### src/rtl/ts_stub_adr_gen_pkg.sv
// Shared constants and channel state encoding for the stub address generator.
package ts_stub_adr_gen_pkg;

   localparam int unsigned CROSS_NUM_BUF_ADR_BITS = 4;
   localparam int unsigned STUB_ADR_BITS          = 10;
   localparam int unsigned N_CH_DEFAULT           = 4;

   typedef enum logic {
      CH_IDLE = 1'b0,
      CH_RUN  = 1'b1
   } ch_state_t;

   // Low (in-crossing) address field width.
   function automatic int unsigned low_bits_of(input int unsigned adr_bits,
                                               input int unsigned cross_bits);
      return adr_bits - cross_bits;
   endfunction

endpackage

### src/rtl/ts_stub_adr_ch.sv
// One stub-address channel: loads a crossing window, then walks it one address per
// consumed beat, with clipping, busy-load rejection and flush.
module ts_stub_adr_ch #(
   parameter int unsigned CROSS_NUM_BITS = ts_stub_adr_gen_pkg::CROSS_NUM_BUF_ADR_BITS,
   parameter int unsigned STUB_ADR_BITS  = ts_stub_adr_gen_pkg::STUB_ADR_BITS,
   parameter int unsigned CNT_BITS       = STUB_ADR_BITS - CROSS_NUM_BITS + 1
) (
   input  logic                      clk,
   input  logic                      rst_n,
   input  logic                      flush,
   input  logic                      ld_en,
   input  logic [CROSS_NUM_BITS-1:0] cross_num,
   input  logic [CNT_BITS-1:0]       stub_cnt,
   input  logic                      adr_rdy,
   output logic [STUB_ADR_BITS-1:0]  stub_adr,
   output logic                      adr_vld,
   output logic                      adr_last,
   output logic                      busy,
   output logic                      done,
   output logic                      ld_err,
   output logic                      cnt_clip
);
   import ts_stub_adr_gen_pkg::*;

   localparam int unsigned LOW_BITS = low_bits_of(STUB_ADR_BITS, CROSS_NUM_BITS);
   localparam logic [CNT_BITS-1:0] WINDOW = CNT_BITS'(1) << LOW_BITS;

   ch_state_t                state_q, state_d;
   logic [STUB_ADR_BITS-1:0] adr_q, adr_d;
   logic [CNT_BITS-1:0]      rem_q, rem_d;
   logic                     last_q, last_d;
   logic                     done_q, done_d;
   logic                     ld_err_q, ld_err_d;
   logic                     clip_q, clip_d;
   logic [CNT_BITS-1:0]      cnt_eff;
   logic [LOW_BITS-1:0]      low_inc;

   // State and registered outputs.
   always_ff @(posedge clk or negedge rst_n) begin
      if (!rst_n) begin
         state_q  <= CH_IDLE;
         adr_q    <= '0;
         rem_q    <= '0;
         last_q   <= 1'b0;
         done_q   <= 1'b0;
         ld_err_q <= 1'b0;
         clip_q   <= 1'b0;
      end else begin
         state_q  <= state_d;
         adr_q    <= adr_d;
         rem_q    <= rem_d;
         last_q   <= last_d;
         done_q   <= done_d;
         ld_err_q <= ld_err_d;
         clip_q   <= clip_d;
      end
   end

   // Next state, address, count and pulses; flush overrides everything.
   always_comb begin
      state_d  = state_q;
      adr_d    = adr_q;
      rem_d    = rem_q;
      done_d   = 1'b0;
      ld_err_d = 1'b0;
      clip_d   = 1'b0;
      cnt_eff  = (stub_cnt > WINDOW) ? WINDOW : stub_cnt;
      low_inc  = adr_q[LOW_BITS-1:0] + LOW_BITS'(1);

      if (flush) begin
         state_d = CH_IDLE;
         rem_d   = '0;
      end else begin
         case (state_q)
            CH_IDLE: begin
               if (ld_en) begin
                  if (stub_cnt == '0) begin
                     done_d = 1'b1;
                  end else begin
                     state_d = CH_RUN;
                     adr_d   = {cross_num, LOW_BITS'(0)};
                     rem_d   = cnt_eff;
                     clip_d  = (stub_cnt > WINDOW);
                  end
               end
            end
            CH_RUN: begin
               ld_err_d = ld_en;
               if (adr_rdy) begin
                  if (rem_q == CNT_BITS'(1)) begin
                     state_d = CH_IDLE;
                     rem_d   = '0;
                     done_d  = 1'b1;
                  end else begin
                     // Only the in-crossing field advances; the crossing number is fixed.
                     adr_d = {adr_q[STUB_ADR_BITS-1:LOW_BITS], low_inc};
                     rem_d = rem_q - CNT_BITS'(1);
                  end
               end
            end
            default: state_d = CH_IDLE;
         endcase
      end

      last_d = (state_d == CH_RUN) && (rem_d == CNT_BITS'(1));
   end

   assign stub_adr = adr_q;
   assign adr_vld  = (state_q == CH_RUN);
   assign busy     = (state_q == CH_RUN);
   assign adr_last = last_q;
   assign done     = done_q;
   assign ld_err   = ld_err_q;
   assign cnt_clip = clip_q;

endmodule

### src/rtl/ts_stub_adr_gen.sv
// N_CH independent stub-address channels; this level only slices the flat buses.
module ts_stub_adr_gen #(
   parameter int unsigned N_CH           = ts_stub_adr_gen_pkg::N_CH_DEFAULT,
   parameter int unsigned CROSS_NUM_BITS = ts_stub_adr_gen_pkg::CROSS_NUM_BUF_ADR_BITS,
   parameter int unsigned STUB_ADR_BITS  = ts_stub_adr_gen_pkg::STUB_ADR_BITS,
   parameter int unsigned CNT_BITS       = STUB_ADR_BITS - CROSS_NUM_BITS + 1
) (
   input  logic                              clk,
   input  logic                              rst_n,
   input  logic                              flush,
   input  logic [N_CH-1:0]                   ld_en,
   input  logic [N_CH*CROSS_NUM_BITS-1:0]    cross_num,
   input  logic [N_CH*CNT_BITS-1:0]          stub_cnt,
   input  logic [N_CH-1:0]                   adr_rdy,
   output logic [N_CH*STUB_ADR_BITS-1:0]     stub_adr,
   output logic [N_CH-1:0]                   adr_vld,
   output logic [N_CH-1:0]                   adr_last,
   output logic [N_CH-1:0]                   busy,
   output logic [N_CH-1:0]                   done,
   output logic [N_CH-1:0]                   ld_err,
   output logic [N_CH-1:0]                   cnt_clip
);
   import ts_stub_adr_gen_pkg::*;

   for (genvar i = 0; i < int'(N_CH); i++) begin : g_ch
      ts_stub_adr_ch #(
         .CROSS_NUM_BITS(CROSS_NUM_BITS),
         .STUB_ADR_BITS (STUB_ADR_BITS),
         .CNT_BITS      (CNT_BITS)
      ) u_ch (
         .clk      (clk),
         .rst_n    (rst_n),
         .flush    (flush),
         .ld_en    (ld_en[i]),
         .cross_num(cross_num[i*CROSS_NUM_BITS +: CROSS_NUM_BITS]),
         .stub_cnt (stub_cnt[i*CNT_BITS +: CNT_BITS]),
         .adr_rdy  (adr_rdy[i]),
         .stub_adr (stub_adr[i*STUB_ADR_BITS +: STUB_ADR_BITS]),
         .adr_vld  (adr_vld[i]),
         .adr_last (adr_last[i]),
         .busy     (busy[i]),
         .done     (done[i]),
         .ld_err   (ld_err[i]),
         .cnt_clip (cnt_clip[i])
      );
   end

endmodule

### config.mk
export PLATFORM = sky130hd
export DESIGN_NAME = ts_stub_adr_gen
export DESIGN_NICKNAME = d
export VERILOG_FILES = /design/src/rtl/ts_stub_adr_gen_pkg.sv /design/src/rtl/ts_stub_adr_ch.sv /design/src/rtl/ts_stub_adr_gen.sv
export SDC_FILE = /design/constraint.sdc
export NUM_CORES = 1
export LEC_CHECK = 0
export BUFFER_PORTS_ARGS = -buffer_cell sky130_fd_sc_hd__buf_2
export CORE_MARGIN = 10
export CORE_UTILIZATION = 59
export DETAILED_ROUTE_END_ITERATION = 10
export HOLD_SLACK_MARGIN = 0.15
export PLACE_DENSITY = 0.85
export SLEW_MARGIN = 20
export SYNTH_ARGS = -nofsm -noshare
export SYNTH_HDL_FRONTEND = slang
export SYNTH_SLANG_ARGS = --single-unit
### constraint.sdc
create_clock -name clk -period 4.3 [get_ports clk]
set_input_delay 0.215 -clock clk [delete_from_list [all_inputs] [get_ports clk]]
set_output_delay 0.215 -clock clk [all_outputs]
set_load 0.005 [all_outputs]
Word level (Yosys, flattened, before mapping) --
Index checks and enable logic that the tools add are counted.
Cells by class: add/sub/neg operators 8, magnitude comparators 4, eq/ne operators 24, mux-type cells 120, bitwise operators 5, reductions and logical operators 16
Operators by type and width (number):
- 7-bit two-way mux | 24
- 10-bit two-way mux | 12
- 10-bit case mux with 2 select lines | 4
- 1-bit two-way mux | 64
- 7-bit by 1-bit == test with 1-bit output, second input constant | 8
- 7-bit case mux with 2 select lines | 4
- 2-bit inequality test, second input constant | 16
- 7-bit > comparator, second input constant | 4
- 7-bit logical NOT | 4
- 7-bit by 1-bit subtractor with 7-bit output, second input constant | 4
- 6-bit by 1-bit adder with 6-bit output, second input constant | 4
- 6-bit two-way mux | 4
- 5-bit AND reduction | 4
- 1-bit case mux with 2 select lines | 8
- 4-bit AND reduction | 4
- 1-bit NOT | 5
- 1-bit logical AND | 4
Storage, ports and cells: register bits 88, input port bits 55, output and inout bits 64

Longest topological paths before layout --
depth in word-level cells 8, gate-level depth with buffers 8, gate-level depth less buffers 8

Hierarchy --
Synthesis repeated with hierarchy kept, for this count alone.
Unflattened totals: cell total of the unflattened synthesis 569, area total of the unflattened synthesis 5407.7 µm²
Modules (own cells, without submodules):
- ts_stub_adr_ch at g_ch[0].u_ch ... | times used 3, cells an instance 145, area each 1376.3 µm²
- ts_stub_adr_ch at g_ch[3].u_ch | times used 1, cells an instance 134, area each 1278.7 µm²

Least setup slack after synthesis --
No wires, ideal clock.
path type register -> register, start register g_ch[0].u_ch.rem_q[4], end register g_ch[0].u_ch.last_q, data arrival time 2.064 ns, data required time 4.204 ns, slack 2.140 ns, stages on the path, launching flop included 7, buffers on the path 0, clock period less this slack 2.160 ns, path through dfrtp_1 or4_1 nor3b_2 a21o_1 o22ai_1 a211o_1 nor4_2
Between the ends: longest elaborated chain between the ends 7, elaborated cells on any way between the ends 14, those cells by class 1 x add/sub; 2 x eq/ne; 10 x mux; 1 x reduce/logical
RTL lines:
- from (decl) | RTL line ts_stub_adr_ch.sv:30 | logic [CNT_BITS-1:0] rem_q, rem_d;
- from (signal assigned) | RTL line ts_stub_adr_ch.sv:51 | rem_q <= rem_d;
- 7-bit by 1-bit subtractor with 7-bit output / 7-bit by 1-bit == test with 1-bit output (equally long branches) | RTL line ts_stub_adr_ch.sv:97, ts_stub_adr_ch.sv:90
- 7-bit two-way mux * | RTL line ts_stub_adr_ch.sv:90 | if (rem_q == CNT_BITS'(1)) begin
- 7-bit two-way mux * | RTL line ts_stub_adr_ch.sv:89 | if (adr_rdy) begin
- 7-bit case mux with 2 select lines * | RTL line ts_stub_adr_ch.sv:74 | case (state_q)
- 7-bit two-way mux * | RTL line ts_stub_adr_ch.sv:70 | if (flush) begin
- net g_ch[0].u_ch.rem_d[5] | RTL line ts_stub_adr_ch.sv:30
- 7-bit by 1-bit == test with 1-bit output * | RTL line ts_stub_adr_ch.sv:105 | last_d = (state_d == CH_RUN) && (rem_d == CNT_BITS'(1));
- 1-bit logical AND * | RTL line ts_stub_adr_ch.sv:105
- net g_ch[0].u_ch.last_d | RTL line ts_stub_adr_ch.sv:31 | logic last_q, last_d;
- to (signal assigned) | RTL line ts_stub_adr_ch.sv:52 | last_q <= last_d;
- to (decl) | RTL line ts_stub_adr_ch.sv:31
Mark *: on every way through the listed nets, which the timed path passes. The rest lies on a longest branch. A chain may end at the register's enable or synchronous reset.

Final worst setup path --
start input port stub_cnt[25], end register g_ch[3].u_ch.last_q
Between the ends: longest elaborated chain between the ends 8, elaborated cells on any way between the ends 13, those cells by class 1 x order compare; 1 x eq/ne; 9 x mux; 2 x reduce/logical
RTL lines:
- from (decl) | RTL line ts_stub_adr_gen.sv:13 | input logic [N_CH*CNT_BITS-1:0] stub_cnt,
- 7-bit > comparator | RTL line ts_stub_adr_ch.sv:67 | cnt_eff = (stub_cnt > WINDOW) ? WINDOW : stub_cnt;
- 7-bit two-way mux | RTL line ts_stub_adr_ch.sv:67
- 7-bit two-way mux * | RTL line ts_stub_adr_ch.sv:77 | if (stub_cnt == '0) begin
- 7-bit two-way mux * | RTL line ts_stub_adr_ch.sv:76 | if (ld_en) begin
- 7-bit case mux with 2 select lines * | RTL line ts_stub_adr_ch.sv:74
- 7-bit two-way mux * | RTL line ts_stub_adr_ch.sv:70
- net g_ch[3].u_ch.rem_d[0] | RTL line ts_stub_adr_ch.sv:30
- 7-bit by 1-bit == test with 1-bit output * | RTL line ts_stub_adr_ch.sv:105
- 1-bit logical AND * | RTL line ts_stub_adr_ch.sv:105
- net g_ch[3].u_ch.last_d | RTL line ts_stub_adr_ch.sv:31
- to (signal assigned) | RTL line ts_stub_adr_ch.sv:52
- to (decl) | RTL line ts_stub_adr_ch.sv:31
Marks and branches as above.

==> metrics.md <==
| Metric | Value |
|---|---|
| Seq cells post-synth | `88` |
| Clock Pin Slew Worst Setup and Hold Paths | `0.09 ns` |
| I/O pins | `119` |
| First-pass GRT wire length | `22,000 um` |
| RSZ-0062 raised after global routing | `no` |
| N_diodes | `0` |
| Placed Instances | `727` |
| Max Used Layer | `met4` |
| Die height | `113 um` |
| Synth Net Count | `610` |
| Synth async-reset ratio | `100%` |
| Largest family of logic cells by synthesized area | `simple AND/OR/NAND/NOR gates` |
| Simple-Gate Fraction of Synth Area | `23.2%` |
| CP required | `4.55 ns` |
| Slew Limit Fails | `0` |
| Fin crit share | `56.8%` |
| Met3 wire length | `1270 um` |
| Sequential area share after synthesis | `43.5%` |
| Worst Setup SP | `stub_cnt[25]` |
| Initial antenna violation count | `0` |
| Slew HR | `45.6%` |
| Syn_area_per_cell | `9.32 um^2` |
| Clk buf depth | `2` |
| Status | `complete, no violations` |
| Core box area | `8300 um^2` |
| Commonest cells after routing, fill and taps aside | `buf_2, dfrtp_1, nand2_1` |
| Netlist cell types | `70` |
| Post-synthesis compound-gate area fraction | `17.2%` |
| DRT antenna net count | `0` |
| Reg-to-reg critical path startpoint | `g_ch[0].u_ch.rem_q[4]$_DFF_PN0_` |
| Final std cells w/o fill | `765` |
| Met2 wire len | `6090 um` |
| TNS Setup | `0 ns` |
| Most common cell after layout, fill and taps aside | `buf_2` |
| Final GP Congestion | `0.953` |
| Hold Path Origin | `stub_cnt[20]` |
| Hold Buf Count CTS | `22` |
| DRC Markers | `0` |
| Largest net degree at the start of global routing | `89` |
| LEAKAGE | `2.84 nW` |
| # setup viols final | `0` |
| Rows | `33` |
| Setup Skew | `0.00761 ns` |
| Mux cell area share after synthesis | `3.31%` |
| Mapped Area | `5060 um^2` |
| R2R setup slack | `1.91 ns` |
| Max Freq | `410 MHz` |
| Worst setup path class | `input port to flop` |
| Ys Warns | `0` |
| Crit path cell chain | `dlygate4sd3_1 -> buf_2 -> nor4_2 -> nand2_1 -> and3_1 -> a2111oi_0 -> nand3b_1 -> nor4_1` |
| VDD IR max | `0.232 mV` |
| CTS tree | `built` |
| Setup bufs post-CTS | `0` |
| Worst skew pair latency | `0.36 ns` |
| Top FF cell, synth | `dfrtp_1` |
| IO buf count | `118` |
| Post-DP HPWL | `9650 um` |
| Die area | `12,700 um^2` |
| Crit end category | `flop` |
| Htree depth | `3` |
| Register area | `2200 um^2` |
| Fill cell count | `647` |
| # nets final | `722` |
| Clock root buffer | `clkbuf_8` |
| Worst hold-check path type | `input port to flop` |
| Drt pass-1 iters | `5` |
| Hold Vio Cnt, Final | `0` |
| Slew of the pin with the lowest slew margin | `0.814 ns` |
| Die X | `113 um` |
| DR vias/cell | `5.98` |
| Vias | `4,577` |
| Worst Setup Start Kind | `input port` |
| CTS Sinks | `88` |
| Worst Hold Path Cells | `3` |
| Grt total ovfl | `0` |
| CTS resizes | `0` |
| Hold Slack | `0.174 ns` |
| Arrival @ worst endpoint | `2.70 ns` |
| Layout cells sized above 1 | `24.5%` |
| Total global-route track usage | `20.3%` |
| Pwr dens | `344 nW/um^2` |
| Layout area overhead | `17.7%` |
| Vias in the first global route | `4,642` |
| Worst Hold End | `g_ch[2].u_ch.cnt_clip$_DFF_PN0_` |
| Post-Synth Adder-Cell Area | `2.97%` |
| Routed len/inst | `17.3 um` |
| Min cycle time layout | `2.44 ns` |
| Max-cap violations | `0` |
| Met1 wire length | `5560 um` |
| DRT Wirelength | `13,200 um` |
| Num CTS Buffers | `9` |
| EDFF count, synth | `0` |
| DR iter-0 viols | `323` |
| Reg2reg end | `g_ch[0].u_ch.adr_last$_DFF_PN0_` |
| Area occupied by multi-input gates | `2540 um^2` |
| XOR/XNOR share of the synthesized area | `3.46%` |
| Worst Path Max Fanout | `7` |
| Slowest stage delay, CP | `0.56 ns` |
| Crit-path slowest cell | `nor4_2` |
| Initial Util | `61.0%` |
| Reg2reg path depth | `6` |
| Post-Syn Instances | `543` |
==> sequential cells by signal, summed over array words and instances, names as in the netlist <==
register            cells
g_ch.u_ch.stub_adr     40
g_ch.u_ch.done          4
g_ch.u_ch.adr_vld       4
g_ch.u_ch.adr_last      4
g_ch.u_ch.cnt_clip      4
g_ch.u_ch.rem_q        28
g_ch.u_ch.ld_err        4
==> per-stage QoR <==
stage	instance area, um^2	total power [mW]	worst slack (ns)	util [%]
after floorplan	5060	1.30	2.14	-
after global placement	5550	1.47	2.00	66.8
after detailed placement	5550	1.49	1.96	66.8
after CTS	5950	2.06	1.86	71.7
after global routing	5960	2.18	1.52	71.8
final	5960	2.05	1.86	71.8
==> how the worst max path moves through the flow <==
stage / to / slack, ns
finish: g_ch[3].u_ch.adr_last$_DFF_PN0_ / 1.86
floorplan: g_ch[0].u_ch.adr_last$_DFF_PN0_ / 2.14
detailed placement: g_ch[0].u_ch.adr_last$_DFF_PN0_ / 1.96
global route: g_ch[3].u_ch.adr_last$_DFF_PN0_ / 1.52
CTS: g_ch[3].u_ch.adr_last$_DFF_PN0_ / 1.86
global placement: g_ch[0].u_ch.adr_last$_DFF_PN0_ / 2.00
==> critical path, delay by kind of cell <==
family                 cells  cell delay, ns
AOI/OAI and AO/OA          1            0.48
buffers and inverters      2            0.66
and+or+nand+nor            5            1.35
==> final cells by class <==
cell class / count / share of cell area (%)
tap: 105 / 2.21
inverter: 21 / 1.32
timing repair buffer: 140 / 13.7
multi-input combinational: 395 / 42.6
clock buffer: 10 / 2.14
clock inverter: 6 / 1.01
sequential: 88 / 37.0
==> cell families after synthesis <==
logic type | count (synthesis)
adder cells (fa/ha/maj) | 12
buffers and inverters | 60
AO/OA/AOI/OAI | 124
AND/OR/NAND/NOR | 224
multiplexers | 15
flip-flops | 88
XOR/XNOR | 20
==> power by group <==
part	internal, mW	total, mW	switching [mW]
Clock	0.266	0.561	0.295
Sequential	0.913	1.01	0.0938
Combinational	0.225	0.484	0.259
==> synthesized netlist by cell type (5+ instances only) <==
| library cell | count | area, um^2 |
|---|---|---|
| dfrtp_1 | 88 | 2200 |
| nand2_1 | 66 | 248 |
| nor2_1 | 47 | 176 |
| buf_4 | 24 | 180 |
| o21ai_0 | 23 | 115 |
| a21oi_1 | 22 | 110 |
| inv_1 | 21 | 78.8 |
| nor3_1 | 18 | 90.1 |
| mux2_2 | 14 | 158 |
| xor2_1 | 13 | 114 |
| ha_1 | 12 | 150 |
| clkbuf_1 | 11 | 41.3 |
| nand3_1 | 11 | 55.1 |
| nor2b_1 | 8 | 50.1 |
| or3_1 | 8 | 50.1 |
| nand4_1 | 7 | 43.8 |
| xnor2_1 | 7 | 61.3 |
| a221oi_1 | 6 | 52.6 |
| a22oi_1 | 6 | 45.0 |
| and3_1 | 6 | 37.5 |
| nand2b_1 | 6 | 37.5 |
| nor4_1 | 6 | 37.5 |
| nor3b_1 | 5 | 37.5 |
| o211ai_1 | 5 | 37.5 |
| or4_1 | 5 | 37.5 |
==> layer usage <==
metal,track usage [%],vias to the layer above
met1,25.5,2130
met4,7.87,0
met2,31.9,237
met5,0,-
li1,-,2184
met3,6.34,26
Note: power is estimated with default switching activity, not from simulation.
